<file path="config.mk">
export PLATFORM = sky130hd
export DESIGN_NAME = microwave_timer
export DESIGN_NICKNAME = d
export VERILOG_FILES = /design/src/rtl/microwave_timer.sv
export SDC_FILE = /design/constraint.sdc
export NUM_CORES = 1
export LEC_CHECK = 0
export BUFFER_PORTS_ARGS = -buffer_cell sky130_fd_sc_hd__clkbuf_2
export CAP_MARGIN = 20
export CORE_UTILIZATION = 49
export CTS_CLUSTER_DIAMETER = 40
export DETAILED_ROUTE_END_ITERATION = 7
export PLACE_DENSITY = 0.75
export SYNTH_ARGS = -nofsm -noshare
export SYNTH_HDL_FRONTEND = slang
export SYNTH_SLANG_ARGS = --single-unit
</file>
<file path="constraint.sdc">
create_clock -name clk -period 2.35 [get_ports clk]
set_clock_uncertainty 0.05 [all_clocks]
set_input_delay 0.235 -clock clk [delete_from_list [all_inputs] [get_ports clk]]
set_output_delay 0.235 -clock clk [all_outputs]
set_load 0.03 [all_outputs]
</file>
<file path="src/rtl/microwave_timer.sv">
// -----------------------------------------------------------------------------
// microwave_timer
// Countdown timer core of the microwave controller. Keypad digits are shifted
// into a BCD mm:ss preset while idle. The preset then counts down one second
// per tick_1hz pulse while running with the door shut. The magnetron enable and
// the done indication are also generated here.
//
// Optional feature (compile-time macro QUICK_START_EN):
//   defined   - start at 0:00 in IDLE loads 0:30 and runs; start while running
//               adds 30 s, saturating at MAX_MIN:59.
//   undefined - start at 0:00 and start while running are ignored.
//
// Parameters:
//   MAX_MIN      largest minutes digit accepted (1..9)
// Ports:
//   clk          system clock
//   rst_n        asynchronous active-low reset
//   tick_1hz     one-cycle pulse once per second
//   digit_valid  one-cycle pulse, digit_in holds a keypad digit
//   digit_in     keypad digit (BCD)
//   start        start / resume pulse
//   stop         pause pulse; cancels when paused or done
//   clear        abort pulse; zeroes the time
//   door_closed  level, 1 = door shut
//   min_out      BCD minutes
//   dseg_out     BCD tens of seconds
//   seg_out      BCD seconds
//   magnetron_on high only while running
//   done         high only when the count has expired
// -----------------------------------------------------------------------------
module microwave_timer #(
    parameter int unsigned MAX_MIN = 9
) (
    input  logic       clk,
    input  logic       rst_n,
    input  logic       tick_1hz,
    input  logic       digit_valid,
    input  logic [3:0] digit_in,
    input  logic       start,
    input  logic       stop,
    input  logic       clear,
    input  logic       door_closed,
    output logic [3:0] min_out,
    output logic [3:0] dseg_out,
    output logic [3:0] seg_out,
    output logic       magnetron_on,
    output logic       done
);

    typedef enum logic [1:0] {
        ST_IDLE    = 2'd0,
        ST_RUNNING = 2'd1,
        ST_PAUSED  = 2'd2,
        ST_DONE    = 2'd3
    } state_t;

    localparam logic [3:0] MAX_MIN_D = 4'(MAX_MIN);

    state_t     state_r, state_nxt_s;
    logic [3:0] min_r, dseg_r, seg_r;
    logic [3:0] min_nxt_s, dseg_nxt_s, seg_nxt_s;
    logic       magnetron_r, done_r;
    logic       magnetron_nxt_s, done_nxt_s;
    logic [11:0] cd_s;
    logic       cd_zero_s;
    logic       time_zero_s;
    logic       entry_ok_s;

    // One-second BCD decrement of m:ds with both borrow wraps.
    function automatic logic [11:0] bcd_dec(input logic [3:0] m, input logic [3:0] d,
                                            input logic [3:0] s);
        logic [11:0] r;
        if (s != 4'd0) begin
            r = {m, d, s - 4'd1};
        end else if (d != 4'd0) begin
            r = {m, d - 4'd1, 4'd9};
        end else if (m != 4'd0) begin
            r = {m - 4'd1, 4'd5, 4'd9};
        end else begin
            r = 12'h000;
        end
        return r;
    endfunction

    // BCD add of 30 s, carrying into minutes and saturating at MAX_MIN:59.
    function automatic logic [11:0] bcd_add30(input logic [3:0] m, input logic [3:0] d,
                                              input logic [3:0] s);
        logic [11:0] r;
        if (d <= 4'd2) begin
            r = {m, d + 4'd3, s};
        end else if (m < MAX_MIN_D) begin
            r = {m + 4'd1, d - 4'd3, s};
        end else begin
            r = {MAX_MIN_D, 4'd5, 4'd9};
        end
        return r;
    endfunction

    assign cd_s        = bcd_dec(min_r, dseg_r, seg_r);
    assign cd_zero_s   = (cd_s == 12'h000);
    assign time_zero_s = (min_r == 4'd0) && (dseg_r == 4'd0) && (seg_r == 4'd0);
    // Shifting must keep dseg in 0..5 and min in 0..MAX_MIN.
    assign entry_ok_s  = (digit_in <= 4'd9) && (seg_r <= 4'd5) && (dseg_r <= MAX_MIN_D);

    // State and time digit registers.
    always_ff @(posedge clk or negedge rst_n) begin
        if (!rst_n) begin
            state_r <= ST_IDLE;
            min_r   <= 4'd0;
            dseg_r  <= 4'd0;
            seg_r   <= 4'd0;
        end else begin
            state_r <= state_nxt_s;
            min_r   <= min_nxt_s;
            dseg_r  <= dseg_nxt_s;
            seg_r   <= seg_nxt_s;
        end
    end

    // Next state and digits; commands ranked clear > stop > start > digit.
    always_comb begin
        state_nxt_s = state_r;
        min_nxt_s   = min_r;
        dseg_nxt_s  = dseg_r;
        seg_nxt_s   = seg_r;
        if (clear) begin
            state_nxt_s = ST_IDLE;
            min_nxt_s   = 4'd0;
            dseg_nxt_s  = 4'd0;
            seg_nxt_s   = 4'd0;
        end else if ((state_r == ST_RUNNING) && (stop || !door_closed)) begin
            // Pausing swallows any tick in the same cycle.
            state_nxt_s = ST_PAUSED;
        end else if (stop) begin
            case (state_r)
                ST_PAUSED, ST_DONE: begin
                    state_nxt_s = ST_IDLE;
                    min_nxt_s   = 4'd0;
                    dseg_nxt_s  = 4'd0;
                    seg_nxt_s   = 4'd0;
                end
                default: state_nxt_s = state_r;
            endcase
        end else if (start) begin
            case (state_r)
                ST_IDLE: begin
                    if (!door_closed) begin
                        state_nxt_s = state_r;
                    end else if (!time_zero_s) begin
                        state_nxt_s = ST_RUNNING;
                    end else begin
`ifdef QUICK_START_EN
                        state_nxt_s = ST_RUNNING;
                        min_nxt_s   = 4'd0;
                        dseg_nxt_s  = 4'd3;
                        seg_nxt_s   = 4'd0;
`else
                        state_nxt_s = state_r;
`endif
                    end
                end
                ST_PAUSED: begin
                    if (door_closed) begin
                        state_nxt_s = ST_RUNNING;
                    end else begin
                        state_nxt_s = state_r;
                    end
                end
                ST_RUNNING: begin
`ifdef QUICK_START_EN
                    {min_nxt_s, dseg_nxt_s, seg_nxt_s} = bcd_add30(min_r, dseg_r, seg_r);
`else
                    // start is not a command here, so the tick still counts.
                    if (tick_1hz) begin
                        {min_nxt_s, dseg_nxt_s, seg_nxt_s} = cd_s;
                        state_nxt_s = cd_zero_s ? ST_DONE : ST_RUNNING;
                    end else begin
                        state_nxt_s = state_r;
                    end
`endif
                end
                default: state_nxt_s = state_r;
            endcase
        end else if (digit_valid && (state_r == ST_IDLE)) begin
            if (entry_ok_s) begin
                min_nxt_s  = dseg_r;
                dseg_nxt_s = seg_r;
                seg_nxt_s  = digit_in;
            end else begin
                state_nxt_s = state_r;
            end
        end else if ((state_r == ST_RUNNING) && tick_1hz) begin
            {min_nxt_s, dseg_nxt_s, seg_nxt_s} = cd_s;
            state_nxt_s = cd_zero_s ? ST_DONE : ST_RUNNING;
        end else begin
            state_nxt_s = state_r;
        end
    end

    // Output decode from the next state so the flags change on the same edge.
    always_comb begin
        magnetron_nxt_s = (state_nxt_s == ST_RUNNING) && door_closed;
        done_nxt_s      = (state_nxt_s == ST_DONE);
    end

    // Registered status outputs.
    always_ff @(posedge clk or negedge rst_n) begin
        if (!rst_n) begin
            magnetron_r <= 1'b0;
            done_r      <= 1'b0;
        end else begin
            magnetron_r <= magnetron_nxt_s;
            done_r      <= done_nxt_s;
        end
    end

    assign min_out      = min_r;
    assign dseg_out     = dseg_r;
    assign seg_out      = seg_r;
    assign magnetron_on = magnetron_r;
    assign done         = done_r;

endmodule

</file>
* Yosys cells after proc, flatten, opt, wreduce, memory -nomap -nowiden *
Index checks and enable logic that the tools add are counted.

storage, ports and cells
  input bits = 12
  output and inout bits = 14
  flip-flop bits (word level) = 16

operators by class
  $lt $le $gt $ge = 3
  $add $sub $neg = 3
  mux-type cells = 44
  reductions and logical operators = 21
  eq/ne operators = 10

operators by type and width
  operator                                              count
  2-to-1 mux 4 bit                                      28
  2-to-1 mux 12 bit                                     3
  2-to-1 mux 2 bit                                      12
  logical NOT 12 bit                                    1
  logical NOT 4 bit                                     3
  nonzero test 4 bit                                    3
  subtractor 4 x 1 -> 4 bit (second input constant)     3
  <= comparator 4 bit (second input constant)           2
  logical AND 1 bit                                     8
  == test 2 bit (second input constant)                 3
  one-hot mux 2 bit (3 select lines)                    1
  AND reduction 6 bit                                   1
  != test 5 bit (second input constant)                 1
  nonzero test 5 bit                                    1
  == test 2 x 1 -> 1 bit (second input constant)        2
  <= comparator 4 x 3 -> 1 bit (second input constant)  1
  != test 4 x 1 -> 1 bit (second input constant)        1
  != test 4 x 2 -> 1 bit (second input constant)        1
  != test 3 x 1 -> 1 bit (second input constant)        1
  logical NOT 2 bit                                     1
  != test 2 bit (second input constant)                 1
  OR reduction 2 bit                                    1
  logical NOT 1 bit                                     1
  logical OR 1 bit                                      1

* Longest topological paths before layout *
Gate-level depths: netlist of run 1.

  depth after elaboration = 14
  gate-level depth with buffers = 9
  gate-level depth less buffers = 7

* Least setup slack after synthesis of run 1 *
No wires, ideal clock.

  path kind = reg2reg
  start point = register dseg_r[0], in the netlist dseg_out[0]
  end point = register min_r[2], in the netlist min_out[2]
  path slack = -114 ps
  arrival = 2292 ps
  setup time = 123 ps
  stages on the path, launching flop included = 10
  required time = 2177 ps
  clock period less this slack = 2464 ps
  cell sequence = dfrtp_1 > clkbuf_1 > inv_1 > ha_1 > or3b_1 > buf_2 > nor4_2 > mux2_2 > mux2i_1 > o2bb2ai_1

between the ends
  cells in the longest elaborated chain, start to end = 9

RTL lines
  element                                     RTL line  source
  start, declared                             60        logic [3:0] min_r, dseg_r, seg_r;
  start signal, assigned                      115       dseg_r <= dseg_nxt_s;
  nonzero test 4 bit                          75        end else if (d != 4'd0) begin
  2-to-1 mux 12 bit                           75
  2-to-1 mux 12 bit                           73        if (s != 4'd0) begin
  2-to-1 mux 4 bit, on equally long branches  192, 174
  2-to-1 mux 4 bit, on equally long branches  184, 145
  2-to-1 mux 4 bit                            144       end else if (start) begin
  2-to-1 mux 4 bit                            134       end else if (stop) begin
  2-to-1 mux 4 bit                            131       end else if ((state_r == ST_RUNNING) && (stop || !door_closed)) begin
  2-to-1 mux 4 bit                            126       if (clear) begin
  end signal, assigned                        114       min_r <= min_nxt_s;
  end, declared                               60

Several ways; a longest one is shown, not always the timed one. The select of a mux whose other input is x is not followed.
A chain may end at the register's enable or synchronous reset.

* Worst setup path after layout of run 1 *
  start point = register dseg_r[1], in the netlist dseg_out[1]
  end point = register min_r[2], in the netlist min_out[2]

The elaborated chain is that of the path after synthesis.

==> results of run 1 <==
==> layout make-up <==
cell class              instances  area, um2  area share
clock buffers                   4      36.28     0.02273
well taps                      30      37.54     0.02351
flip-flops and latches         16      401.6      0.2516
inverters                       7      26.28     0.01646
repair buffers                 42      255.2      0.1599
multi-input cells             116      839.6      0.5259
==> state kept, by name, summed over array words and instances, names as in the netlist <==
signal	count
state_r	2
done	1
dseg_out	4
seg_out	4
magnetron_on	1
min_out	4
==> routing by layer <==
metal  track usage  routed length, um  up-vias
met5             0                  0        -
met4        0.1026                 48        0
met3       0.02500                215        7
met2        0.4106               1662       53
met1        0.3649               1582      634
li1              -                  -      649
==> through the flow <==
step / setup WS [ps] / utilization / hold slack (ps)
3_3_place_gp: 208.6 / 0.6136 / 132.1
4_1_cts: 50.68 / 0.6319 / 107.9
2_1_floorplan: 1.585 / - / -110.6
6_report: 113.3 / 0.6329 / 106.5
5_1_grt: 1.080 / 0.6329 / 129.3
3_5_place_dp: 97.15 / 0.6136 / 137.1
==> cell families (layout without fill, tap and decap cells) <==
logic type      count (synthesis)  after routing
simple gates                   52             52
fa+ha+maj                       2              2
flops                          16             16
buf+inv                        21             53
compound gates                 57             57
mux                             5              5
==> report_power, final <==
group	total, W	internal [W]	switching, W
Sequential	0.000277	0.000276	0.000000724
Combinational	0.0000890	0.0000360	0.0000530
Clock	0.000195	0.0000946	0.000101
Total	0.000561	0.000407	0.000154
==> worst max-delay path: stages, from the launching register on <==
cell and delay, ps:
dfrtp_1 400, inv_1 120, ha_2 250, or3b_4 450, nor4_2 250, mux2_2 360
mux2i_1 150, o2bb2ai_1 90
==> worst max path at each step <==
stage | endpoint
after floorplan | min_out[2]$_DFFE_PN0P_
after global placement | min_out[2]$_DFFE_PN0P_
after detailed placement | min_out[2]$_DFFE_PN0P_
after CTS | min_out[2]$_DFFE_PN0P_
after global routing | min_out[2]$_DFFE_PN0P_
final | min_out[2]$_DFFE_PN0P_
==> cells in the final DEF, fill, tap and decap left out, types with 2 or more instances in the layout <==
cell type,count
clkbuf_2,25
nor2_1,16
buf_4,16
dfrtp_1,15
o2bb2ai_1,12
o21ai_0,11
a21oi_1,10
nand2_1,8
inv_1,7
nand3_1,4
nor4_2,3
a211oi_1,3
mux2i_1,3
clkbuf_4,3
nor4_1,2
nor3_1,2
o211ai_1,2
nor3_2,2
nor4b_2,2
o21ai_1,2
nand2b_1,2
a211o_1,2
or3_1,2
a22oi_1,2
mux2_2,2
==> timing repair <==
| item | CTS | global route |
|---|---|---|
| setup endpoints to repair | 0 | 2 |
| hold buffers | 1 | 0 |
| gates resized for setup | 0 | 1 |
| endpoints found under the hold margin | 16 | 0 |
==> Flow_metrics.wiki, run 1 <==
{| class="wikitable"
! Metric !! Value
|-
| Run status || finished, final reports clean
|-
| Number of vias after detailed routing || 1,343
|-
| Post-synthesis instance area || 0.001340 mm2
|-
| Area of the core || 0.002522 mm2
|-
| Full die area || approximately 0.0029 mm2
|-
| Area Growth Syn to Fin || 19.14%
|-
| Worst slew margin relative to its limit || 0.7268
|-
| Max-Cap Viols || 0
|-
| Fill cell total of the finished layout || 231
|-
| Total clock buffers created by CTS || 3
|-
| Fraction of synthesized cell area taken by the top area cell type || 0.2988
|-
| Crit path capture type || flop
|-
| Post-synthesis async set-or-reset flop share || 1.000
|-
| # nets final || 200
|-
| Number of antenna repair diodes || 0
|-
| Largest net degree at the start of global routing || 17
|-
| Type of the worst min-delay path || primary input to flop
|-
| TNS Setup || 0 ps
|-
| Data arrival time of the critical path || 2390 ps
|-
| Depth of the worst register-to-register path || 7
|-
| Count of cells along the worst hold path || 2
|-
| Combinational family with the most area after synthesis || compound AO/OA/AOI/OAI gates
|-
| Source-to-sink clock delay at the later pin of the worst-skew pair || 300 ps
|-
| Initial core utilization || 0.5312
|-
| DRC Markers || 0
|-
| Area contributors post-synth || dfrtp_1 (30%), o2bb2ai_1 (7.8%), nor2_1 (4.5%), o21ai_0 (4.1%), a21oi_1 (3.7%)
|-
| Start-to-end type of the worst setup path || flop to flop
|-
| Instance count after placement with tap cells included || 210
|-
| Mean area per synthesized cell || 8.758 um2
|-
| Setup slack of the worst register-to-register path || 110 ps
|-
| Post-CTS Setup Repair Bufs || 0
|-
| DRT iter0 DRCs || 60
|-
| Complex-gate fraction of the synthesized area || 0.3212
|-
| Type of origin of the critical path || flop
|-
| R2R Path End || min_out[2]$_DFFE_PN0P_
|-
| Clock-pin slew of the registers on the worst-case setup and hold paths || 110 ps
|-
| Global Route Usage Sum || 0.2613
|-
| Detailed Route WL || 3508 um
|-
| Total iterations of the first detailed-routing run || 4
|-
| Achievable frequency || between 0.4 and 0.5 GHz
|-
| Total overflow reported by the global router || 0
|-
| Width of the die || 54.30 um
|-
| Number of unique standard cell types used by synthesis || 48
|-
| Number of standard-cell rows in the floorplan || 18
|-
| Area share of xor/xnor cells in the synthesized design || 0
|-
| Hold Path Sink || state_r[1]$_DFF_PN0_
|-
| Layout cell share with drive strength beyond 1 || 0.3459
|-
| Vias in the first global route || 1,173
|-
| Synth Instances || 153
|-
| Hold Startpoint || clear
|-
| Post-route non-filler standard cell count || approximately 220
|-
| Post-route total power || 0.0005612 W
|-
| Post-Synth Simple-Gate Area || 0.2437
|-
| Portion of netlist area occupied by mux cells || 0.03922
|-
| Net Count, Synth || 167
|-
| Number of antenna violations at the first check in global routing || 0
|-
| Clk sink count || 16
|-
| Ratio of routed vias to standard cells || 6.247
|-
| Synthesis warning total || 0
|-
| Total placed instance area || 0.001548 mm2
|-
| Slew at the pin closest to its max-slew limit || 406.5 ps
|-
| Maximum vdd ir drop || roughly 0.32 mV
|-
| Required time worst endpoint || roughly 2500 ps
|-
| Post-synth EDFFs || 0
|-
| Final Instance Area || 0.001597 mm2
|-
| Power per cell area || approximately 350 mW/mm2
|-
| Chip Height || 54.30 um
|-
| Setup repair after global routing missed its margin || no
|-
| Wire length of the first global-routing pass || around 5500 um
|-
| Root cell of the clock tree || clkbuf_4
|-
| Sequential-to-total area share from yosys stat || 0.2988
|-
| Critical-path maximum fanout || 8
|-
| H-tree Lvls || 1
|-
| Most numerous cell types in the synthesized netlist || dfrtp_1 (16), nor2_1 (16), o2bb2ai_1 (12)
|-
| Number of hold violations in the final report || 0
|-
| Wire length per cell || 16.32 um
|-
| Antenna-violating nets left || 0
|-
| Number of register bits inferred by synthesis || 16
|-
| Library cell with the largest summed area after synthesis || dfrtp_1
|-
| Leakage power summed over all cells || 0.7020 nW
|-
| Detailed placement HPWL || ~2500 um
|-
| Weighted congestion reported at the end of routability-driven placement || 0.9342
|-
| Ratio of final minimum period to clock period || 0.9518
|-
| CTS tree || yes
|-
| Adder and majority gate portion of the synthesized area || 0.01867
|-
| I/O Pins || 26
|-
| Final slew viol count || 0
|-
| Final-report setup violation count || 0
|-
| Primary FF master, synth || dfrtp_1
|-
| Count of buffers from port buffering || 25
|-
| Crit. Startpoint || dseg_out[1]$_DFFE_PN0P_
|-
| Time the final worst path needs with I/O delays and setup || approximately 2200 ps
|-
| Launching point of the worst reg2reg path || dseg_out[1]$_DFFE_PN0P_
|-
| Buffers from clock root to sink, at most || 2
|}
No activity file was read; power rests on OpenSTA's default activity.
==> run 2, diff against run 1 <==
- PLACE_DENSITY: 0.75 -> 0.82
==> run 2 against run 1 <==
  * Clock power about the same
  * Register-to-register slack improved by 30 ps
  * Critical path depth unchanged
  * Largest cell class unchanged
==> Flow_metrics.wiki, run 2 (synthesis gave the netlist of run 1 again) <==
{| class="wikitable"
! Metric !! Value
|-
| Power per cell area || 349.0 mW/mm2
|-
| Instance count after placement with tap cells included || 210
|-
| Final slew viol count || 0
|-
| Clock-pin slew of the registers on the worst-case setup and hold paths || about 120 ps
|-
| Total clock buffers created by CTS || 3
|-
| Root cell of the clock tree || clkbuf_4
|-
| Achievable frequency || 0.4541 GHz
|-
| Layout cell share with drive strength beyond 1 || 0.3459
|-
| Final-report setup violation count || 0
|-
| Most frequent cells in the layout || clkbuf_2 (25), nor2_1 (16), buf_4 (16)
|-
| Vias in the first global route || ~1,300
|-
| Min Hold Slack || 101.8 ps
|-
| Post-route non-filler standard cell count || 215
|-
| CTS tree || yes
|-
| I/O Pins || 26
|-
| Count of buffers from port buffering || 25
|-
| Crit path capture type || flop
|-
| Setup repair after global routing missed its margin || no
|-
| Internal power consumption || between 0.0004 and 0.0005 W
|-
| Chip Height || 54.30 um
|-
| Ratio of final minimum period to clock period || 0.9372
|-
| Initial core utilization || 0.5312
|-
| Combinational Power Share || 0.160
|-
| Full die area || 0.002948 mm2
|-
| Fill cell total of the finished layout || 220
|-
| Required time worst endpoint || roughly 2500 ps
|-
| Leakage power summed over all cells || just over 0.7 nW
|-
| DRT iter0 DRCs || 61
|-
| Detailed placement HPWL || ~2600 um
|-
| Post-CTS Setup Repair Bufs || 0
|-
| Run status || finished, final reports clean
|-
| Clock power frac || 0.348
|-
| Critical path's largest stage delay || 450 ps
|-
| Total iterations of the first detailed-routing run || 4
|-
| Detailed Route WL || 3572 um
|-
| Number of standard-cell rows in the floorplan || 18
|-
| Most frequent standard cell in the layout excluding fill and tap cells || clkbuf_2
|-
| Data arrival time of the critical path || between 2000 and 2500 ps
|-
| Maximum vdd ir drop || 0.2658 mV
|-
| Critical-path maximum fanout || 8
|-
| Wire length of the first global-routing pass || 5830 um
|-
| Largest net degree at the start of global routing || 17
|-
| Post-route total power || about 0.00056 W
|-
| Clk sink count || 16
|-
| Type of origin of the critical path || flop
|-
| Area of the core || 0.002522 mm2
|-
| Flop pwr share || 0.491
|-
| Buffers from clock root to sink, at most || 2
|-
| Final Instance Area || around 0.0016 mm2
|-
| Number of antenna violations at the first check in global routing || 0
|-
| Max-Cap Viols || 0
|-
| Number of vias after detailed routing || roughly 1,400
|-
| Buf+Inv Stages, Crit Path || 1
|-
| Width of the die || 54.30 um
|-
| DRC Markers || 0
|-
| Ratio of routed vias to standard cells || 6.437
|-
| Slew at the pin closest to its max-slew limit || about 420 ps
|-
| Start-to-end type of the worst setup path || flop to flop
|-
| Time the final worst path needs with I/O delays and setup || 2202 ps
|-
| Area Growth Syn to Fin || 20.54%
|-
| Net load switching power || between 0.00015 and 0.0002 W
|-
| Antenna-violating nets left || 0
|-
| Net Sw Frac || 0.2773
|-
| H-tree Lvls || 1
|-
| Total placed instance area || 0.001548 mm2
|-
| Top Family by Delay on Critical Path || simple AND/OR/NAND/NOR gates
|-
| Worst slew margin relative to its limit || 0.7222
|-
| Number of hold violations in the final report || 0
|-
| Wire length per cell || 16.61 um
|-
| Weighted congestion reported at the end of routability-driven placement || 0.9750
|-
| Type of the worst min-delay path || primary input to flop
|-
| Total overflow reported by the global router || 0
|-
| Cell-by-cell listing of the critical path || inv_1 > ha_4 > or3b_4 > nor4_4 > mux2_2 > mux2i_1 > o2bb2ai_1
|-
| # nets final || 200
|-
| Critical Path Slowest Stage Cell || or3b_4
|-
| TNS Setup || 0 ps
|-
| Number of antenna repair diodes || 0
|-
| Global Route Usage Sum || 0.2730
|-
| Source-to-sink clock delay at the later pin of the worst-skew pair || 300 ps
|}
run 2: timing repair:
item,CTS,global route
resized for setup,0,3
hold endpoints to repair,16,0
hold buffers,1,0
endpoints found under the setup margin,0,2
run 2: final timing paths:
check                                        start                       to  slack (ps)  cells past startpoint
min                                          clear     state_r[1]$_DFF_PN0_         100                      2
max                        dseg_out[1]$_DFFE_PN0P_   min_out[2]$_DFFE_PN0P_         150                      7
max in group asynchronous                    rst_n  dseg_out[0]$_DFFE_PN0P_        1610                      2
max reg2reg                dseg_out[1]$_DFFE_PN0P_   min_out[2]$_DFFE_PN0P_         150                      7
min reg2reg                 min_out[3]$_DFFE_PN0P_   min_out[3]$_DFFE_PN0P_         550                      1
min in group asynchronous                    rst_n  dseg_out[2]$_DFFE_PN0P_         340                      2
run 2: per-layer routing:
metal,GRT usage,wire length (um),part of all wire
met1,0.3435,1506,0.42
met2,0.4593,1755,0.49
met3,0.05000,230,0.064
met4,0.1026,80,0.022
met5,0,0,0
run 2: power groups by stage:
stage          Sequential [W]  Combinational (W)  Clock (W)
4_1_cts              0.000277          0.0000885   0.000195
6_report             0.000277          0.0000902   0.000196
5_1_grt              0.000277          0.0000993   0.000207
3_5_place_dp         0.000282          0.0000870          0
2_1_floorplan        0.000285          0.0000508          0
3_3_place_gp         0.000282          0.0000841          0
run 2: layout make-up:
cell class | count | area [um2] | share of cell area
multi-input combinational | 116 | 858.3 | 0.5314
sequential | 16 | 401.6 | 0.2486
timing repair buffer | 42 | 255.2 | 0.1580
tap | 30 | 37.54 | 0.02324
clock buffer | 4 | 36.28 | 0.02246
inverter | 7 | 26.28 | 0.01627
run 2: metrics by stage:
stage / setup slack (ps) / util
floorplan: 1.585 / -
global placement: 207.2 / 0.6136
detailed placement: 45.67 / 0.6136
CTS: 9.591 / 0.6319
global route: 35.51 / 0.6404
finish: 147.7 / 0.6404
